**config.mk**
```make
export PLATFORM = sky130hd
export DESIGN_NAME = unidade_busca_flat
export DESIGN_NICKNAME = d
export VERILOG_FILES = /design/src/rtl/controle_pkg.sv /design/src/rtl/unidade_busca_if.sv /design/src/rtl/registrador_pc.sv /design/src/rtl/unidade_busca.sv /design/src/flat_wrapper.sv
export SDC_FILE = /design/constraint.sdc
export NUM_CORES = 1
export LEC_CHECK = 0
export CORE_AREA = 2 2 76 78
export CTS_CLUSTER_DIAMETER = 50
export DETAILED_ROUTE_END_ITERATION = 8
export DIE_AREA = 0 0 78 80
export GPL_ROUTABILITY_DRIVEN = 0
export GPL_TIMING_DRIVEN = 0
export PLACE_DENSITY = 0.7
export SYNTH_ARGS = -nofsm -noshare
export SYNTH_HDL_FRONTEND = slang
export SYNTH_SLANG_ARGS = --single-unit
```
**constraint.sdc**
```tcl
create_clock -name clk -period 2.6 [get_ports clk]
set_input_delay 0.52 -clock clk [delete_from_list [all_inputs] [get_ports clk]]
set_output_delay 0.52 -clock clk [all_outputs]
set_load 0.01 [all_outputs]
```
**src/rtl/controle_pkg.sv**
```systemverilog
// +----------------------------------------------------------------------+
// | controle_pkg: shared PC-source codes, fetch states and IR layout.    |
// | Rev 1.0                                                              |
// +----------------------------------------------------------------------+
`default_nettype none

package controle_pkg;

  localparam logic [1:0] FCP_ULA      = 2'b00;
  localparam logic [1:0] FCP_ALVO_ULA = 2'b01;
  localparam logic [1:0] FCP_JUMP     = 2'b10;
  localparam logic [1:0] FCP_NENHUM   = 2'b11;

  typedef enum logic [1:0] {
    OCIOSO    = 2'd0,
    BUSCA     = 2'd1,
    CARREGADO = 2'd2
  } estado_busca_t;

  localparam int CAMPO_W    = 4;
  localparam int ALVO_W     = 8;
  localparam int OPCODE_MSB = 15;
  localparam int OPCODE_LSB = 12;
  localparam int RD_MSB     = 11;
  localparam int RD_LSB     = 8;
  localparam int RS_MSB     = 7;
  localparam int RS_LSB     = 4;
  localparam int RT_MSB     = 3;
  localparam int RT_LSB     = 0;
  localparam int ALVO_MSB   = 7;
  localparam int ALVO_LSB   = 0;

endpackage

`default_nettype wire

```
**src/rtl/unidade_busca_if.sv**
```systemverilog
// +----------------------------------------------------------------------+
// | unidade_busca_if: instruction-memory req/ready fetch channel.        |
// | Rev 1.0                                                              |
// +----------------------------------------------------------------------+
`default_nettype none

interface unidade_busca_if #(
  parameter int LARGURA_INSTR = 16,
  parameter int LARGURA_END   = 8
);
  logic                     mem_req;
  logic [LARGURA_END-1:0]   mem_end;
  logic [LARGURA_INSTR-1:0] mem_dado;
  logic                     mem_pronto;

  modport master (
    output mem_req,
    output mem_end,
    input  mem_dado,
    input  mem_pronto
  );

  modport slave (
    input  mem_req,
    input  mem_end,
    output mem_dado,
    output mem_pronto
  );
endinterface

`default_nettype wire

```
**src/rtl/registrador_pc.sv**
```systemverilog
// +----------------------------------------------------------------------+
// | registrador_pc: program counter with write-enable and source mux.    |
// | Rev 1.0                                                              |
// +----------------------------------------------------------------------+
`default_nettype none

module registrador_pc
  import controle_pkg::*;
#(
  parameter int LARGURA_END = 8,
  parameter int END_INICIAL = 0
) (
  input  wire logic                   clk,
  input  wire logic                   reset,
  input  wire logic                   i_esc_cp,
  input  wire logic                   i_esc_cond_cp,
  input  wire logic                   i_zero,
  input  wire logic [1:0]             i_fonte_cp,
  input  wire logic [LARGURA_END-1:0] i_resultado_ula,
  input  wire logic [LARGURA_END-1:0] i_ula_reg,
  input  wire logic [ALVO_W-1:0]      i_alvo,
  output logic      [LARGURA_END-1:0] o_pc
);

  logic [LARGURA_END-1:0] r_pc;
  logic [LARGURA_END-1:0] w_prox_pc;
  logic                   w_fonte_valida;
  logic                   w_escreve;

  always_comb begin
    w_prox_pc      = r_pc;
    w_fonte_valida = 1'b1;
    case (i_fonte_cp)
      FCP_ULA:      w_prox_pc = i_resultado_ula;
      FCP_ALVO_ULA: w_prox_pc = i_ula_reg;
      FCP_JUMP:     w_prox_pc = LARGURA_END'(i_alvo);
      FCP_NENHUM:   w_fonte_valida = 1'b0;
    endcase
  end

  // Source code 11 suppresses the write even when a write is commanded.
  assign w_escreve = (i_esc_cp | (i_esc_cond_cp & i_zero)) & w_fonte_valida;

  always_ff @(posedge clk) begin
    if (reset) begin
      r_pc <= LARGURA_END'(END_INICIAL);
    end else if (w_escreve) begin
      r_pc <= w_prox_pc;
    end
  end

  assign o_pc = r_pc;

endmodule

`default_nettype wire

```
**src/rtl/unidade_busca.sv**
```systemverilog
// +----------------------------------------------------------------------+
// | unidade_busca: instruction fetch stage - PC, IR and memory fetch FSM.|
// | Rev 1.0                                                              |
// +----------------------------------------------------------------------+
`default_nettype none

module unidade_busca
  import controle_pkg::*;
#(
  parameter int LARGURA_INSTR = 16,
  parameter int LARGURA_END   = 8,
  parameter int END_INICIAL   = 0
) (
  input  wire logic                     clk,
  input  wire logic                     reset,
  input  wire logic                     EscIR,
  input  wire logic                     EscCP,
  input  wire logic                     EscCondCP,
  input  wire logic [1:0]               FonteCP,
  input  wire logic                     zero,
  input  wire logic [LARGURA_END-1:0]   resultado_ula,
  unidade_busca_if.master               mem,
  output logic      [LARGURA_END-1:0]   PC,
  output logic      [LARGURA_INSTR-1:0] IR,
  output logic      [CAMPO_W-1:0]       opcode,
  output logic      [CAMPO_W-1:0]       rd,
  output logic      [CAMPO_W-1:0]       rs,
  output logic      [CAMPO_W-1:0]       rt,
  output logic      [ALVO_W-1:0]        alvo,
  output logic                          instr_valida,
  output logic                          busca_ativa
);

  estado_busca_t            r_estado;
  estado_busca_t            w_prox_estado;
  logic                     w_inicia_busca;
  logic                     w_captura;
  logic [LARGURA_INSTR-1:0] r_ir;
  logic [LARGURA_END-1:0]   r_mem_end;
  logic [LARGURA_END-1:0]   r_ula_reg;

  registrador_pc #(
    .LARGURA_END (LARGURA_END),
    .END_INICIAL (END_INICIAL)
  ) u_registrador_pc (
    .clk             (clk),
    .reset           (reset),
    .i_esc_cp        (EscCP),
    .i_esc_cond_cp   (EscCondCP),
    .i_zero          (zero),
    .i_fonte_cp      (FonteCP),
    .i_resultado_ula (resultado_ula),
    .i_ula_reg       (r_ula_reg),
    .i_alvo          (r_ir[ALVO_MSB:ALVO_LSB]),
    .o_pc            (PC)
  );

  always_ff @(posedge clk) begin
    if (reset) begin
      r_estado <= OCIOSO;
    end else begin
      r_estado <= w_prox_estado;
    end
  end

  // A new EscIR is only honoured outside BUSCA; requests are not queued.
  always_comb begin
    w_prox_estado  = r_estado;
    w_inicia_busca = 1'b0;
    w_captura      = 1'b0;
    case (r_estado)
      OCIOSO, CARREGADO: begin
        if (EscIR) begin
          w_prox_estado  = BUSCA;
          w_inicia_busca = 1'b1;
        end
      end
      BUSCA: begin
        if (mem.mem_pronto) begin
          w_prox_estado = CARREGADO;
          w_captura     = 1'b1;
        end
      end
      default: w_prox_estado = OCIOSO;
    endcase
  end

  always_ff @(posedge clk) begin
    if (reset) begin
      r_ir      <= '0;
      r_mem_end <= '0;
      r_ula_reg <= '0;
    end else begin
      r_ula_reg <= resultado_ula;
      // Latch the pre-update PC so a same-cycle PC write does not move the fetch.
      if (w_inicia_busca) begin
        r_mem_end <= PC;
      end
      if (w_captura) begin
        r_ir <= mem.mem_dado;
      end
    end
  end

  assign mem.mem_req   = (r_estado == BUSCA);
  assign mem.mem_end   = r_mem_end;
  assign busca_ativa   = (r_estado == BUSCA);
  assign instr_valida  = (r_estado == CARREGADO);

  assign IR     = r_ir;
  assign opcode = r_ir[OPCODE_MSB:OPCODE_LSB];
  assign rd     = r_ir[RD_MSB:RD_LSB];
  assign rs     = r_ir[RS_MSB:RS_LSB];
  assign rt     = r_ir[RT_MSB:RT_LSB];
  assign alvo   = r_ir[ALVO_MSB:ALVO_LSB];

endmodule

`default_nettype wire

```
**src/flat_wrapper.sv**
```systemverilog
// flat-port wrapper written by rule: the top's interface ports become plain ports
module unidade_busca_flat import controle_pkg::*;
#(
  parameter int LARGURA_INSTR = 16,
  parameter int LARGURA_END   = 8,
  parameter int END_INICIAL   = 0
)
  (clk, reset, EscIR, EscCP, EscCondCP, FonteCP, zero, resultado_ula, PC, IR, opcode, rd, rs, rt, alvo, instr_valida, busca_ativa, mem_mem_req, mem_mem_end, mem_mem_dado, mem_mem_pronto);
  unidade_busca_if #(.LARGURA_INSTR(LARGURA_INSTR), .LARGURA_END(LARGURA_END)) mem_i ();
  input  wire logic clk;
  input  wire logic reset;
  input  wire logic EscIR;
  input  wire logic EscCP;
  input  wire logic EscCondCP;
  input  wire logic [1:0] FonteCP;
  input  wire logic zero;
  input  wire logic [LARGURA_END-1:0] resultado_ula;
  output logic      [LARGURA_END-1:0] PC;
  output logic      [LARGURA_INSTR-1:0] IR;
  output logic      [CAMPO_W-1:0] opcode;
  output logic      [CAMPO_W-1:0] rd;
  output logic      [CAMPO_W-1:0] rs;
  output logic      [CAMPO_W-1:0] rt;
  output logic      [ALVO_W-1:0] alvo;
  output logic instr_valida;
  output logic busca_ativa;
  output wire logic [$bits(mem_i.mem_req)-1:0] mem_mem_req;
  output wire logic [$bits(mem_i.mem_end)-1:0] mem_mem_end;
  input wire logic [$bits(mem_i.mem_dado)-1:0] mem_mem_dado;
  input wire logic [$bits(mem_i.mem_pronto)-1:0] mem_mem_pronto;
  assign mem_mem_req = mem_i.mem_req;
  assign mem_mem_end = mem_i.mem_end;
  assign mem_i.mem_dado = mem_mem_dado;
  assign mem_i.mem_pronto = mem_mem_pronto;
  unidade_busca #(.LARGURA_INSTR(LARGURA_INSTR), .LARGURA_END(LARGURA_END), .END_INICIAL(END_INICIAL)) u_core (.clk(clk), .reset(reset), .EscIR(EscIR), .EscCP(EscCP), .EscCondCP(EscCondCP), .FonteCP(FonteCP), .zero(zero), .resultado_ula(resultado_ula), .mem(mem_i), .PC(PC), .IR(IR), .opcode(opcode), .rd(rd), .rs(rs), .rt(rt), .alvo(alvo), .instr_valida(instr_valida), .busca_ativa(busca_ativa));
endmodule
```
==> run summary, run 1 <==
The run finished with clean final reports. The number of vias after detailed routing came out at between 1500 and 2000. The total I/O pin count is 92.

The endpoint required time on the critical path came out at ~2.1 ns. Of all flip-flops after synthesis, the portion carrying an async set or reset was 0. The share of post-route cells with drive strength above 1 came out at 0.148. Measured along the y axis, the die boundary spans 80 µm.

The cell depth of the worst flop-to-flop path is 4. Of all cell types, the one taking the most synthesized area is dfxtp_1. The repair_antennas step left the layout with diodes totalling 0.

The violation count after the first detailed-route iteration came out at 46. The most critical setup path has its endpoint at mem_mem_req. The area share of and/or/nand/nor cells after synthesis came out at 0.182. The hold-critical path depth came out at 2. The register bit count reported by yosys came out at 42.

The commonest cells after synthesis are 56 x nand2_1, 42 x dfxtp_1, 25 x buf_4. Across every metal layer, demand over resource in global routing totals 0.153. The deepest clock path buffer count is 2.

The largest fanout of any net on the critical path is 6. The time the final worst path needs with I/O delays and setup is 2.13 ns. The quantity of I/O buffers inserted on ports is 90. The part of the power in combinational logic came out at 0.178. The source of the worst register-to-register timing path is u_core.r_estado[1]. TritonCTS built the clock tree. The clock sink count is 42. The total half-perimeter wirelength after legalization and detailed placement is 3.66 mm. The max-slew violation count is 0. Setup violations remaining at the end of the flow were counted as 0. The mean instance size in the synthesized netlist came out at 8.62 µm². The utilization after layout is 0.542. The total buffers and inverters traversed by the critical path is 2.

The die span in x came out at 78 µm. In this run the worst setup path begins at u_core.r_estado[0]. Of the total synthesized cell area, the portion taken by full adders, half adders and majority gates is 0.0274.

The average wire per cell in the routed design came out at between 10 and 15 µm. The sequential area share after synthesis is 0.460. The area inside the core boundary came out at between 5000 and 6000 µm². The number of warnings issued by yosys is 0. The final layout contains routed wiring with a total length of 4.63 mm. The TritonCTS buffer count came out at 5. The synthesis-to-finish area growth came out at 60.2%. The number of gates resized after cts came out at 0. The final worst clock skew is 0.00778 ns. Traced cell by cell, the critical path runs through nor2b_1 -> buf_4 -> clkdlybuf4s50_1. For the worst-skew pair, the clock arrives at the later sink with an insertion delay of 0.29 ns. The complex-gate fraction of the synthesized area is 0.179. The endpoint identified for the worst register-to-register timing path is u_core.IR[7].

STA classifies the critical path endpoint as a primary output. The reported net switching power is 0.339 mW. The layout net count came out at approximately 350. The xor/xnor share of the synthesized area is 0. The number of global-route vias before repair was 1574. Setup repair after global routing left no endpoint under its margin. After synthesis, the largest family of logic cells by area is simple AND/OR/NAND/NOR gates. The cell family contributing the most delay on the critical path is buffers and inverters. Clock-pin slew was measured on the worst setup and hold paths at 0.08 ns. The ratio of final minimum period to clock period is 0.821. Based on the critical path, the design can be clocked at up to ~0.47 GHz. Summed over all cells, the static leakage comes to 1.13 nW. The path length in cells of the critical path came out at 3. The maximum resistive drop on vdd came out at 267 µV. The number of antenna violations at the first check in global routing is 0. The number of nets in the synthesized netlist is around 250. The maximum level of the CTS H-tree is 2. The internal portion of the total power is 1.10 mW.

The start-to-end type of the worst setup path is flop to primary output. The first global-routing pass estimated 7.57 mm of wire. The residual overflow from global routing is 0. In this run, post-CTS hold repair placed 0 buffers. The root buffer cell chosen for the clock tree is clkbuf_8. The part of the total power dissipated in sequential elements is 0.478. The share of total power dissipated in the clock network is 0.344.

After synthesis, the cell types taking the most area are dfxtp_1 46%, nand2_1 11%, buf_4 10%, a21oi_1 6.3%, a22o_1 3.8%. The slack of the worst reg-to-reg path came out at 1.41 ns. The area share of the largest cell type after synthesis came out at 0.460.

The final hold violation count is 0. The register with the most flip-flops in the layout has 16 of them. nand2_1 is the most common cell in the netlist.

The largest individual stage delay along the critical path comes from the cell clkdlybuf4s50_1. The portion of synthesized area spent on multiplexers is 0. The die covers roughly 6200 µm². The number of standard cells after synthesis came out at approximately 210. The number of nets still failing antenna checks after routing came out at 0.

The worst hold path belongs to the class flop to flop. The post-detailed-route via-to-cell ratio is between 4 and 5. The number of enable-type register cells in the synthesized netlist came out at 0.

On the worst path, the slowest cell contributes a delay of 0.52 ns. The synthesized netlist occupies a cell area of 1830 µm². The initial core utilization is 0.338.

The total iterations of the first detailed-routing run is 4. The detailed-route DRC error count came out at 0. The setup TNS came out at 0 ns. The count of different cell masters after synthesis is 22. The worst-case headroom to the max-slew limit came out at 0.621.

Entering global routing, the biggest net connects 14 pins. The number of max-capacitance violations reported came out at 0. STA classifies the critical path startpoint as a flop. Summing internal, switching and leakage power gives 1.44 mW. The pin slew with the least headroom to its limit is 0.569 ns. The arrival time at the worst endpoint is 1.61 ns. For this design the ratio of total power to cell area is 493 nW/µm². Of the total power, the share spent switching nets is 0.235. The number of buffers inserted to repair setup after CTS came out at 0.

For this run, the leading register cell type out of synthesis is dfxtp_1. The number of core rows came out at 27.
-- area by class of cell --
class	count	area (µm²)
clock inverter	3	40.0
fill	525	2480
timing repair buffer	90	901
buffer	38	269
tap	72	90.1
multi-input combinational	130	711
clock buffer	5	68.8
inverter	2	7.51
sequential	42	841
-- layer usage --
metal	GRT usage	routed length, µm
met5	0	0
met3	0.0305	225
met2	0.264	2320
met1	0.187	2020
met4	0.0632	68
-- tightest hold or removal path: stages (launching register included) --
cell and delay, ns:
dfxtp_1 0.31, nand2_1 0.05, a21oi_1 0.05
-- power by group through the flow --
stage / Sequential (mW) / Combinational, mW / Clock [mW]
after floorplan: 0.710 / 0.111 / 0
after global placement: 0.705 / 0.255 / 0
after detailed placement: 0.706 / 0.259 / 0
after CTS: 0.691 / 0.260 / 0.512
after global routing: 0.695 / 0.281 / 0.544
final: 0.690 / 0.257 / 0.497
-- cell families (layout without fill, tap and decap cells) --
group	count (synthesis)	count (layout)
AOI/OAI and AO/OA	52	52
adders and majority gates	4	4
buffers and inverters	40	138
DFF	42	42
and+or+nand+nor	74	74
-- how the worst min path moves through the flow --
| stage | start | end | slack (ns) |
|---|---|---|---|
| final | u_core.mem.mem_end[0] | u_core.mem.mem_end[0] | 0.46 |
| after floorplan | u_core.mem.mem_end[0] | u_core.mem.mem_end[0] | 0.48 |
| after global placement | u_core.mem.mem_end[2] | u_core.mem.mem_end[2] | 0.44 |
| after detailed placement | u_core.mem.mem_end[4] | u_core.mem.mem_end[4] | 0.45 |
| after global routing | u_core.mem.mem_end[7] | u_core.mem.mem_end[7] | 0.48 |
| after CTS | u_core.mem.mem_end[4] | u_core.mem.mem_end[4] | 0.46 |
-- metrics by stage --
stage | hold WS (ns) | cell area (µm²) | setup slack (ns) | std cells
2_1_floorplan | 0.481 | 1830 | 1.13 | 212
3_3_place_gp | 0.442 | 2820 | 0.410 | 374
3_5_place_dp | 0.449 | 2820 | 0.388 | 374
4_1_cts | 0.460 | 2930 | 0.455 | 382
5_1_grt | 0.484 | 2930 | 0.370 | 382
6_report | 0.458 | 2930 | 0.466 | 382
-- cell usage in the layout, fill, tap and decap left out, drive strengths merged --
| master | n |
|---|---|
| clkdlybuf4s50 | 90 |
| nand2 | 56 |
| dfxtp | 42 |
| buf | 35 |
| a21oi | 27 |
| nor2b | 9 |
| a22oi | 8 |
| o21ai | 8 |
| a22o | 8 |
| clkbuf | 8 |
| ha | 4 |
| nand2b | 3 |
| inv | 2 |
| and2b | 2 |
| and3b | 2 |
| clkinv | 2 |
| nand3b | 1 |
| nor2 | 1 |
| a21o | 1 |
| bufinv | 1 |
No activity file was read; power rests on OpenSTA's default activity.
==> run 2, diff against run 1 <==
==> constraint.sdc (replaced) <==
create_clock -name clk -period 2.02 [get_ports clk]
set_input_delay 0.404 -clock clk [delete_from_list [all_inputs] [get_ports clk]]
set_output_delay 0.404 -clock clk [all_outputs]
set_load 0.01 [all_outputs]
==> run 2 against run 1 <==
Register-to-register slack worse by 0.59 ns. Final area is 0.13% higher. Sequential power rose by 29%. Critical endpoint unchanged. Largest cell class unchanged. Largest power group unchanged. Highest routed layer unchanged.
==> run summary, run 2 (same netlist as run 1, synthesis figures left out) <==
The run finished with clean final reports. The number of core rows is 27 (unchanged). The pin slew with the least headroom to its limit came out at 0.569 ns (+0.000131 ns). The library cell used most frequently in the layout, excluding fill and tap cells, is clkdlybuf4s50_1. The number of buffers inserted to repair setup after CTS is 0 (unchanged). The TritonCTS buffer count came out at 5 (unchanged). The final hold violation count is 0 (unchanged). TritonCTS built the clock tree. In this design, the largest share of critical-path delay is due to buffers and inverters. The total half-perimeter wirelength after legalization and detailed placement is 3.66 mm (unchanged). The largest net degree at the start of global routing came out at 14 (unchanged). The all-layer global routing usage is 0.153 (-0.000240). The die span in x is 78 µm (unchanged). The library cells used most frequently in the layout, excluding fill and tap cells, are 90 x clkdlybuf4s50_1, 56 x nand2_1, 41 x dfxtp_1.

The clock-pin slew reported for the worst setup and hold paths after clock tree synthesis came to 0.08 ns (about the same). The arrival time at the worst endpoint is 1.49 ns (-0.12 ns). The endpoint required time on the critical path came to 1.62 ns (-0.46 ns). The share of post-route cells with drive strength above 1 came out at 0.155 (+0.00645). In this run the most used layer during global routing was met2. The number of max-capacitance violations reported came out at 0 (unchanged). The global-route wire length before repair came out at 7.56 mm (-0.18%).

The initial core utilization came out at 0.338 (unchanged). The global-route track usage on met1 was 0.187 (unchanged). The final setup violation count is 0 (unchanged). The total iterations of the first detailed-routing run is 4 (unchanged). The delay contributed by the slowest stage of the critical path came to 0.52 ns (about the same). The area of the die came to 6240 µm² (unchanged). The number of nets still failing antenna checks after routing is 0 (unchanged). The synthesis-to-finish area growth is 60.4%. The final worst clock skew came out at 0.00778 ns (unchanged). The clock sink count is 42 (unchanged).

The worst-case headroom to the max-slew limit is 0.621 (about the same). The quantity of I/O buffers inserted on ports came out at 90 (unchanged). The maximum level of the CTS H-tree came to 2 (unchanged). The number of flip-flops under the largest register name is 16 (unchanged). The time the final worst path needs with I/O delays and setup is 1.90 ns.

The residual overflow from global routing is 0 (unchanged). Of the available clock period, the critical path in the final layout requires 0.939. The average wire per cell in the routed design came out at 12.1 µm (-0.13%).

The met2 track demand over resource came to 0.263 (-0.000862). The critical path is of the flop to primary output type. The post-detailed-route via-to-cell ratio was 4.36 (about the same). The smallest setup slack after layout came out at 0.124 ns (-0.341 ns).

Derived from the worst setup path, the maximum achievable clock frequency is 0.527 GHz. The layout net count is 346 (unchanged). Setup repair after global routing left no endpoint under its margin. The deepest clock path buffer count is 2 (unchanged). The critical path goes through nor2b_2 -> buf_4 -> clkdlybuf4s50_1. The met3 global-route usage came out at 0.0305 (unchanged). The total wire length is 4.63 mm (-0.13%).

The kind of start point of the critical path is a flop. The maximum resistive drop on vdd was 344 µV (+29%). The number of vias after detailed routing is 1666 (+0.060%). The number of antenna violations at the first check in global routing is 0 (unchanged). The number of diodes added for antenna fixing is 0 (unchanged). STA classifies the critical path endpoint as a primary output. The max-slew violation count is 0 (unchanged). The setup TNS came out at 0 ns (unchanged). The number of fill cells in the layout is 524 (-0.19%). The number of global-route vias before repair is 1572 (-0.13%).

The total buffers and inverters traversed by the critical path is 2 (unchanged). The floorplan die height is 80 µm (unchanged). The area inside the core boundary is 5410 µm² (unchanged). The post-placement worst setup slack was -0.0764 ns (-0.464 ns). The hold buffer count at CTS is 0 (unchanged). The total I/O pin count came to 92 (unchanged). The power density over the cells is 634 nW/µm² (+29%). The cell type of the slowest stage on the worst timing path is clkdlybuf4s50_1. The worst hold path belongs to the class input port to flop.

The largest fanout of any net on the critical path came out at 6 (unchanged). The leakage power came out at 1.13 nW (about the same). The detailed-route DRC error count is 0 (unchanged). The violation count after the first detailed-route iteration is 46 (unchanged). The clock root buffer is clkbuf_8. The source-to-sink clock delay at the later pin of the worst-skew pair came out at 0.29 ns (about the same).
==> run 2: report_power, final <==
group / switching (mW) / leakage (nW) / internal, mW
Combinational: 0.135 / 0.733 / 0.197
Sequential: 0.0259 / 0.343 / 0.863
Clock: 0.276 / 0.0579 / 0.364
==> run 2: metal layers <==
layer  wire, µm  vias up
met2       2320       44
li1           -      868
met3        225        5
met4         68        0
met1       2010      749
met5          0        -
==> run 2: metrics by stage <==
stage               hold slack, ns  std cells  power, mW  utilization  instance area [µm²]
finish                       0.397        382       1.86        0.542                 2930
global route                 0.393        382       1.96        0.542                 2930
CTS                          0.388        382       1.88        0.542                 2930
detailed placement           0.449        374       1.24        0.522                 2820
global placement             0.442        374       1.23        0.522                 2820
floorplan                    0.481        212       1.06            -                 1830
==> run 2: path summary, 6_finish.rpt <==
check	startpoint	to	slack, ns	cells after the start
min	reset	u_core.r_ula_reg[1]	0.40	2
max reg2reg	u_core.r_estado[1]	u_core.IR[7]	0.82	4
max	u_core.r_estado[0]	mem_mem_req	0.12	3
min reg2reg	u_core.mem.mem_end[0]	u_core.mem.mem_end[0]	0.46	2
==> run 2: what timing repair did <==
action	4_1_cts	5_1_grt
hold endpoints to repair	0	0
endpoints found under the setup margin	1	1
gates resized for setup	1	1
==> run 2: area by class of cell <==
| type | instances | area (µm²) | area share |
|---|---|---|---|
| repair buffers | 90 | 901 | 0.307 |
| flip-flops and latches | 42 | 842 | 0.287 |
| multi-input cells | 130 | 713 | 0.243 |
| plain buffers | 38 | 269 | 0.0918 |
| well taps | 72 | 90.1 | 0.0307 |
| clock buffers | 5 | 68.8 | 0.0235 |
| clock inverters | 3 | 40.0 | 0.0137 |
| inverters | 2 | 7.51 | 0.00256 |
